File: config.mk
export PLATFORM = sky130hd
export DESIGN_NAME = stream_rr_arb
export DESIGN_NICKNAME = d
export VERILOG_FILES = /design/src/rtl/common_pkg.sv /design/src/rtl/rr_pick.sv /design/src/rtl/stream_rr_arb.sv
export SDC_FILE = /design/constraint.sdc
export NUM_CORES = 1
export LEC_CHECK = 0
export CAP_MARGIN = 15
export CORE_AREA = 2 2 39 41
export CTS_CLUSTER_DIAMETER = 50
export DETAILED_ROUTE_END_ITERATION = 12
export DIE_AREA = 0 0 41 43
export PLACE_DENSITY = 0.59
export SYNTH_ARGS = -nofsm -noshare
export SYNTH_HDL_FRONTEND = slang
export SYNTH_HIERARCHICAL = 1
export SYNTH_SLANG_ARGS = --single-unit
File: constraint.sdc
create_clock -name clk -period 1.35 [get_ports clk]
set_input_delay 0.2025 -clock clk [delete_from_list [all_inputs] [get_ports clk]]
set_output_delay 0.2025 -clock clk [all_outputs]
set_load 0.05 [all_outputs]
File: src/rtl/common_pkg.sv
// Shared arbitration types and elaboration-time parameter helpers.
package common_pkg;

    typedef enum logic {
        ARB_IDLE   = 1'b0,
        ARB_LOCKED = 1'b1
    } arb_state_t;

    // True when a size parameter is usable (strictly positive).
    function automatic bit check_param_pos(input int v);
        return v > 0;
    endfunction

endpackage

File: src/rtl/rr_pick.sv
// Rotating-priority encoder: returns the first asserted req at or above
// prio, wrapping from N-1 back to 0. Purely combinational.
module rr_pick #(
    parameter int N = 2
) (
    input  logic [N-1:0]         req,
    input  logic [$clog2(N)-1:0] prio,
    output logic                 any,
    output logic [$clog2(N)-1:0] idx
);

    localparam int IW = $clog2(N);

    logic [IW:0]   sum;
    logic [IW-1:0] cand;

    // Walk offsets from farthest to nearest so the nearest hit wins.
    always_comb begin
        any  = 1'b0;
        idx  = '0;
        sum  = '0;
        cand = '0;
        for (int k = N - 1; k >= 0; k--) begin
            sum = {1'b0, prio} + (IW + 1)'(k);
            if (sum >= (IW + 1)'(N)) begin
                sum = sum - (IW + 1)'(N);
            end
            cand = sum[IW-1:0];
            if (req[cand]) begin
                any = 1'b1;
                idx = cand;
            end
        end
    end

endmodule

File: src/rtl/stream_rr_arb.sv
// Round-robin merge of N valid/ready streams into one registered output.
// Define STREAM_RR_ARB_LOCK_EN to hold the grant until i_last closes a
// multi-beat packet; otherwise every beat is arbitrated on its own.
module stream_rr_arb
    import common_pkg::*;
#(
    parameter int N = 2,
    parameter int W = 1
) (
    input  logic                 clk,
    input  logic                 rst,
    input  logic                 clk_en,
    input  logic [N-1:0]         i_valid,
    output logic [N-1:0]         i_ready,
    input  logic [N*W-1:0]       i,
    input  logic [N-1:0]         i_last,
    output logic                 o_valid,
    input  logic                 o_ready,
    output logic [W-1:0]         o,
    output logic [$clog2(N)-1:0] o_id,
    output logic                 o_last
);

    localparam int IW = $clog2(N);
    typedef logic [IW-1:0] id_t;

    if (!check_param_pos(W) || N < 2) begin : g_param_err
        $error("stream_rr_arb: requires N >= 2 and W >= 1");
    end

    logic         o_valid_q, o_valid_d;
    logic [W-1:0] o_q, o_d;
    id_t          o_id_q, o_id_d;
    logic         o_last_q, o_last_d;
    id_t          prio_q, prio_d;

    logic [N-1:0] req;
    logic         any;
    id_t          win;
    logic         stage_free;
    logic         xfer;
    logic         adv;
    logic [W-1:0] win_data;
    id_t          nxt_prio;

    rr_pick #(.N(N)) u_pick (
        .req  (req),
        .prio (prio_q),
        .any  (any),
        .idx  (win)
    );

`ifdef STREAM_RR_ARB_LOCK_EN
    arb_state_t   st_q, st_d;
    id_t          owner_q, owner_d;
    logic [N-1:0] owner_mask;

    // While locked, only the packet owner may compete.
    always_comb begin
        owner_mask          = '0;
        owner_mask[owner_q] = 1'b1;
        req = (st_q == ARB_LOCKED) ? (i_valid & owner_mask) : i_valid;
    end

    // Lock FSM: open a lock on a non-last beat, release on the last one.
    always_comb begin
        st_d    = st_q;
        owner_d = owner_q;
        adv     = 1'b1;
        if (xfer) begin
            if (!i_last[win]) begin
                st_d    = ARB_LOCKED;
                owner_d = win;
                adv     = 1'b0;
            end else begin
                st_d    = ARB_IDLE;
            end
        end
    end

    // Lock state register.
    always_ff @(posedge clk or posedge rst) begin
        if (rst) begin
            st_q    <= ARB_IDLE;
            owner_q <= '0;
        end else begin
            st_q    <= st_d;
            owner_q <= owner_d;
        end
    end
`else
    assign req = i_valid;
    assign adv = 1'b1;
`endif

    assign stage_free = !o_valid_q || o_ready;
    assign xfer       = clk_en && stage_free && any;
    assign nxt_prio   = (win == id_t'(N - 1)) ? '0 : id_t'(win + 1'b1);

    // One-hot ready to the winner; winner is always a valid requester.
    always_comb begin
        i_ready = '0;
        if (xfer) begin
            i_ready[win] = 1'b1;
        end
    end

    // Select the winner's data slice.
    always_comb begin
        win_data = '0;
        for (int k = 0; k < N; k++) begin
            if (win == id_t'(k)) begin
                win_data = i[k*W +: W];
            end
        end
    end

    // Output stage and priority next-state; clk_en=0 falls through to hold.
    always_comb begin
        o_valid_d = o_valid_q;
        o_d       = o_q;
        o_id_d    = o_id_q;
        o_last_d  = o_last_q;
        prio_d    = prio_q;
        if (xfer) begin
            o_valid_d = 1'b1;
            o_d       = win_data;
            o_id_d    = win;
            o_last_d  = i_last[win];
            if (adv) begin
                prio_d = nxt_prio;
            end
        end else if (clk_en && o_ready) begin
            o_valid_d = 1'b0;
        end
    end

    // Output register and priority pointer.
    always_ff @(posedge clk or posedge rst) begin
        if (rst) begin
            o_valid_q <= 1'b0;
            o_q       <= '0;
            o_id_q    <= '0;
            o_last_q  <= 1'b0;
            prio_q    <= '0;
        end else begin
            o_valid_q <= o_valid_d;
            o_q       <= o_d;
            o_id_q    <= o_id_d;
            o_last_q  <= o_last_d;
            prio_q    <= prio_d;
        end
    end

    assign o_valid = o_valid_q;
    assign o       = o_q;
    assign o_id    = o_id_q;
    assign o_last  = o_last_q;

endmodule

==> results.tsv <==
stage	metric	value	unit
synthesis	synth_seq_cells	5	
place	gpl_wtd_cong	0.659	
cells_and_area	nNetsFinal	59	
power_and_ir_drop	comb_power_share	48.1	%
cts	cts.hold.buffers_added	0	
worst_setup_path	endpoint_kind	output port	
synthesis	synth.distinct_cells	12	
status	violations	negative setup slack	
sta	min_period_over_period	103	%
synthesis	synth_fp_nets	34	
floorplanning	placeableCoreArea	1380	um2
sta	final_period_minus_worst_setup_slack	1.40	ns
floorplanning	rows	14	
cells_and_area	area_of_combinational_cells_with_multiple_inputs	158	um2
cts	clock-root-buffer	sky130_fd_sc_hd__clkbuf_4	
cells_and_area	layout.cells.most_common_list	6 x sky130_fd_sc_hd__buf_12, 5 x sky130_fd_sc_hd__clkdlybuf4s50_1, 5 x sky130_fd_sc_hd__buf_4	
synthesis	average_cell_area_after_synthesis	11.7	um2
route	number_of_detailed_route_iterations_in_the_first_pass	4	
floorplanning	fp.dieArea	1760	um2
worst_hold_path	worst_hold_path_type	in -> async	
cts	tritoncts	done	
route	routed_wirelength	699	um
worst_setup_path	r2r-end	o_last$_DFFE_PP0P_	
synthesis	synthCells	24	
sta	fin_worst_hold_slack	0.171	ns
worst_setup_path	worst_r2r_path_cells	5	
worst_setup_path	worstSetupStartpointType	flop	
flow_run	maxCapViolations	0	
floorplanning	ios	16	
worst_setup_path	cp_max_fanout	4	
power_and_ir_drop	power.static_leakage	0.287	nW
cells_and_area	areaGrowthSynthToFinish	110	%
worst_setup_path	crit_arrival	1.19	ns
global_routing	grt_start_max_net_pins	6	
power_and_ir_drop	power_density	1300	nW/um2
route	drt_iter0_drc	1	
cells_and_area	final_instance_area	588	um2
sta	timing.final.max_slew_violations	0	
place	placement.setup.worst_slack	-0.369	ns
route	route.vias.total	249	
sta	slew_headroom	85.5	%
synthesis	netlist.area_leader.share	44.6	%
cells_and_area	fillers	147	
power_and_ir_drop	seq_power_share	28.4	%
power_and_ir_drop	internal_power	0.495	mW
sta	tightest_pin_transition	0.217	ns
power_and_ir_drop	p_clk_share	23.4	%
cells_and_area	seqCellArea	126	um2
worst_setup_path	critPathTopFamily	flip-flops	
worst_setup_path	critPathRequiredTime	1.15	ns
route	drt_drc_violations_left	0	
place	dp_area	526	um2
worst_setup_path	crit_buf_inv	2	
cells_and_area	post-route-util	42.5	%
cts	clkTransAtPathRegs	0.05	ns
sta	grt_setup_unrepaired	yes	
cells_and_area	final_common_cell	sky130_fd_sc_hd__buf_12	
floorplanning	initial_utilization	20.3	%
synthesis	count_of_yosys_warnings_during_synthesis	6	
worst_setup_path	r2r_start	prio_q$_DFFE_PP0P_	
global_routing	grt_first_pass_wirelength	1.21	mm
synthesis	synth_seq_area_share	44.6	%
status	outcome	complete, but fails checks	
floorplanning	dieHeight	43	um
cts	clock-sinks	5	
worst_setup_path	setup.reg_to_reg.worst_slack	-0.03	ns
power_and_ir_drop	ir_drop	0.000692	V
cells_and_area	layout-drive-gt1-share	54.2	%
sta	max_fclk	716	MHz
worst_setup_path	critical_path_class	reg -> out	
floorplanning	fp.dieW	41	um
sta	final_report_hold_violation_count	0	
global_routing	grt_pass1_vias	299	
worst_setup_path	critical_path.max_stage_delay	0.35	ns
cts	ctsHtreeMaxLevel	1	
global_routing	number_of_antenna_violations_at_the_first_check_in_global_routing	0	
power_and_ir_drop	total_switching_power	0.267	mW
synthesis	syn_area	280	um2
synthesis	biggest_area_contributors_in_the_synthesized_netlist	sky130_fd_sc_hd__dfrtp_1 45%, sky130_fd_sc_hd__mux2_4 21%, sky130_fd_sc_hd__a21oi_4 5.8%	
power_and_ir_drop	power.share.switching	35.1	%
global_routing	globalRoute.totalOverflow	0	
cts	cts_buffers	3	
cts	clk_latency	0.24	ns
route	vias_per_cell	3.89	
route	drt-wirelength-per-cell	10.9	um
sta	fin_worst_skew	0.00201	ns
synthesis	synthDominantAreaCellType	sky130_fd_sc_hd__dfrtp_1	
worst_setup_path	cp_cell_instances	inv_2, a21boi_4, and2b_2, buf_12	
route	postRouteAntennaNets	0	
place	hpwlAfterDp	546	um
cells_and_area	antenna_cells	0	
sta	final-setup-viol-count	3	
place	port_buffers	15	
sta	setup_slack	-0.0469	ns
cts	cts_max_path_buffers	2	
global_routing	grtUsageTotal	11.1	%
worst_setup_path	cpMaxStageDelayCell	sky130_fd_sc_hd__dfrtp_1	
## cells in the mapped netlist, drive strengths merged
cell type and instances:
a21boi 1, or2 1, inv 4, dfrtp 5
mux2i 1, and2 1, a21oi 1, and2b 1
mux2 5, nand2 4
## layout make-up
| class | instances | share of cell area (%) |
|---|---|---|
| repair buffers | 20 | 41.3 |
| multi-input cells | 15 | 26.8 |
| flip-flops and latches | 5 | 21.5 |
| clock buffers | 4 | 4.47 |
| well taps | 16 | 3.40 |
| inverters | 4 | 2.55 |
## how the worst max path moves through the flow
| stage | from | end | slack, ns | cells past startpoint |
|---|---|---|---|---|
| 2_1_floorplan | o_valid$_DFFE_PP0P_ | i_ready[1] | 0.06 | 2 |
| 3_3_place_gp | i_valid[1] | o$_DFFE_PP0P_ | -0.33 | 4 |
| 3_5_place_dp | i_valid[1] | o_last$_DFFE_PP0P_ | -0.37 | 4 |
| 4_1_cts | prio_q$_DFFE_PP0P_ | i_ready[0] | -0.05 | 4 |
| 5_1_grt | prio_q$_DFFE_PP0P_ | i_ready[0] | -0.12 | 4 |
| 6_report | prio_q$_DFFE_PP0P_ | i_ready[0] | -0.05 | 4 |
## worst reg2reg max path: cells and delay by family, from the launching register on
| kind | cells | cell delay (ns) |
|---|---|---|
| multiplexers | 2 | 0.55 |
| AO/OA/AOI/OAI | 1 | 0.16 |
| flip-flops | 1 | 0.35 |
| buffers and inverters | 2 | 0.20 |
## per-layer routing
metal	vias to the layer above	global-route usage, %	part of all wire, %	wire (um)
met3	2	4.71	7.2	50
met1	116	11.5	37	261
met4	0	8.00	1.0	7
met2	8	16.9	54	379
li1	123	-	-	-
met5	-	0	0	0
## sequential cells by signal, summed over array words and instances (netlist names)
register and cells:
o_id 1, prio_q 1, o_valid 1, o 1
o_last 1
## per-stage QoR
step	total power [mW]	cells	setup TNS (ns)
final	0.762	64	-0.0944
after global routing	0.814	64	-0.317
after CTS	0.768	63	-0.0905
after detailed placement	0.565	56	-1.49
after global placement	0.562	56	-1.41
after floorplan	0.385	24	0
## cells by family after synthesis
family | count (synthesis) | synth area share (%)
buf+inv | 4 | 5.36
mux | 6 | 29.0
flops | 5 | 44.6
compound gates | 2 | 8.48
simple gates | 7 | 12.5
## power by group through the flow
stage	registers [mW]	logic (mW)	clock network [mW]
6_report	0.217	0.367	0.178
4_1_cts	0.220	0.363	0.186
2_1_floorplan	0.292	0.0926	0
3_5_place_dp	0.219	0.347	0
3_3_place_gp	0.219	0.342	0
5_1_grt	0.223	0.387	0.204
## timing repair
action                     4_1_cts  5_1_grt
setup buffers                    3        1
pin swaps                        3        3
gates resized for setup          8        0
setup endpoints to repair        4        4
Note: power is estimated with default switching activity, not from simulation.
==> RTL change (config.mk and constraints unchanged) <==
Add a define of `STREAM_RR_ARB_LOCK_EN`.
--- a/src/rtl/stream_rr_arb.sv
+++ b/src/rtl/stream_rr_arb.sv
@@ -2,4 +2,6 @@
 // Define STREAM_RR_ARB_LOCK_EN to hold the grant until i_last closes a
 // multi-beat packet; otherwise every beat is arbitrated on its own.
+`define STREAM_RR_ARB_LOCK_EN
+
 module stream_rr_arb
     import common_pkg::*;
Check against the original RTL: not equivalent (a bounded check fails within 4 cycles, from zero or initial values and one cycle with rst high).
==> RTL change against the original RTL <==
The run still ends with negative setup slack left; sequential cell count is 2 higher; critical path depth increased by 2; die area is the same; power increased by 95%; wire length is 56% higher; cell count grew 34%; final area is 41% higher; setup slack got worse by 300 ps; core utilization increased by 18 points; area after synthesis increased by 46%; non-clock buffer count rose by 10; clock power is 5% higher.
==> RTL change: results (changes against the original RTL) <==
The highest signal layer in the routed design is met4. Fraction of synthesized area in multiplexers: 16.2% (-13 points). The worst setup slack after placement came out at -468 ps (-99.3 ps). The maximum count of clock buffers along a single path is 2 (unchanged).

For the endpoint arrival time on the critical path, the log shows 1500 ps (+310 ps). The logs give 4.28 ps (+2.28 ps) for the maximum clock skew at final layout and 47 (+38%) for the post-synthesis net count. The detailed-routed wire length on met2 is 504 um (+33%), and the slew at the pin closest to its max-slew limit is 272 ps (+55.0 ps). For the number of nets in the finished design, the log shows 81 (+37%).

The commonest cells after synthesis are 7 x dfrtp_1, 6 x inv_1, 3 x mux2_4. The checks that failed: negative setup slack. The run gives 0.392 nW (+37%) as the leakage power. The highest ir drop seen on vdd is 0.000987 V (+43%).

The number of placed cells counting well taps was 76 (+36%); the switching share of power was 38.4% (+3.3 points). Ranked by total cell area, the synthesized netlist is headed by dfrtp_1 43%, mux2_4 11%, inv_1 5.5%, a41oi_1 4.3%, a21boi_0 3.7%. For the setup slack after layout, the log shows -350 ps (-303 ps). The run gives 175 sq um (+39%) as the area taken by flip-flops and latches. For the sum of net half-perimeters after detailed placement, the log shows 730 um (+34%). The largest net degree at the start of global routing is 8 (+2), and the total length of routed met3 wires is 63 um (+26%).

The run gives 2 (-2) as the number of detailed-route iterations in the first pass. The detailed-route wire length per cell is 12.7 um (+16%). The number of cells in the finished layout apart from fillers is 86 (+34%), and the number of inserted filler cells in the final layout is 116 (-21%). The post-synthesis sequential area ratio is 42.8% (-1.8 points).

The flow ran to the end, but the final reports show violations. Among cell families on the critical path, the largest total delay comes from simple AND/OR/NAND/NOR gates. The iteration-0 DRC count of the detailed router came out at 4 (+3). The last weighted congestion value of the routability-driven placer is 0.751 (+14%). The global-route wire length before repair is 1680 um (+39%), and the count of unique library cells instantiated by Yosys is 21 (+9). The tools report the via count of the first global-routing pass as 405 (+35%).

The worst-skew pair later-pin latency was 250 ps; the delay of the slowest cell on the worst path was 400 ps (+50 ps). The count of final setup violators was 8 (+5); the total routing usage reported by global routing was 14.3% (+3.2 points). The clock slew seen by the registers of the worst setup and hold paths was 50 ps (about the same); the adder-cell area share of the yosys netlist was 0% (unchanged). The setup TNS is -1670 ps (-1580 ps), and the number of vias per cell is 4.63 (+19%). The share of post-route cells with drive strength above 1 is 54.3% (+0.12 points), and the compound-gate portion of the synthesized area is 19.3% (+11 points). The H-tree depth was 1 (unchanged). The mean area per synthesized cell was 11.1 sq um (-5.3%). Wire length the detailed router placed on met1: 512 um (+96%). The tools report the cell area after placement as 723 sq um (+38%).
RTL change: cell families (layout without fill, tap and decap cells):
group | Yosys count | count (layout)
AND/OR/NAND/NOR | 8 | 8
buffers and inverters | 7 | 40
AO/OA/AOI/OAI | 10 | 10
multiplexers | 5 | 5
flip-flops | 7 | 7
RTL change: area by class of cell:
cell class | count | share of cell area, %
repair buffers | 30 | 40.2
well taps | 16 | 2.41
inverters | 6 | 2.71
multi-input cells | 23 | 30.4
clock buffers | 4 | 3.16
flip-flops and latches | 7 | 21.1
RTL change: repair_timing:
action	CTS	global route
setup endpoints to repair	6	9
hold buffers	0	0
resized for setup	4	6
buffers inserted	5	3
pin swaps	6	8
RTL change: final timing paths:
| path | to | slack, ps | start | cells past startpoint |
|---|---|---|---|---|
| setup / recovery | i_ready[1] | -350 | owner_q | 6 |
| hold / removal | o | 190 | rst | 2 |
| setup reg to reg | o | -270 | owner_q | 7 |
| hold reg to reg | o_last | 570 | o_last | 2 |
| max in group asynchronous | o_last | 950 | rst | 2 |
| min in group clk | o_last | 570 | o_last | 2 |
RTL change: metal layers:
| metal | vias up | track usage, % |
|---|---|---|
| met5 | - | 0 |
| met4 | 0 | 10.0 |
| met3 | 2 | 3.66 |
| met2 | 12 | 18.8 |
| met1 | 190 | 19.6 |
| li1 | 194 | - |
RTL change: power groups by stage:
stage	Sequential (mW)	Combinational (mW)	Clock, mW
finish	0.375	0.928	0.187
global route	0.388	0.974	0.197
CTS	0.376	0.904	0.193
detailed placement	0.377	0.829	0
global placement	0.377	0.823	0
floorplan	0.514	0.285	0
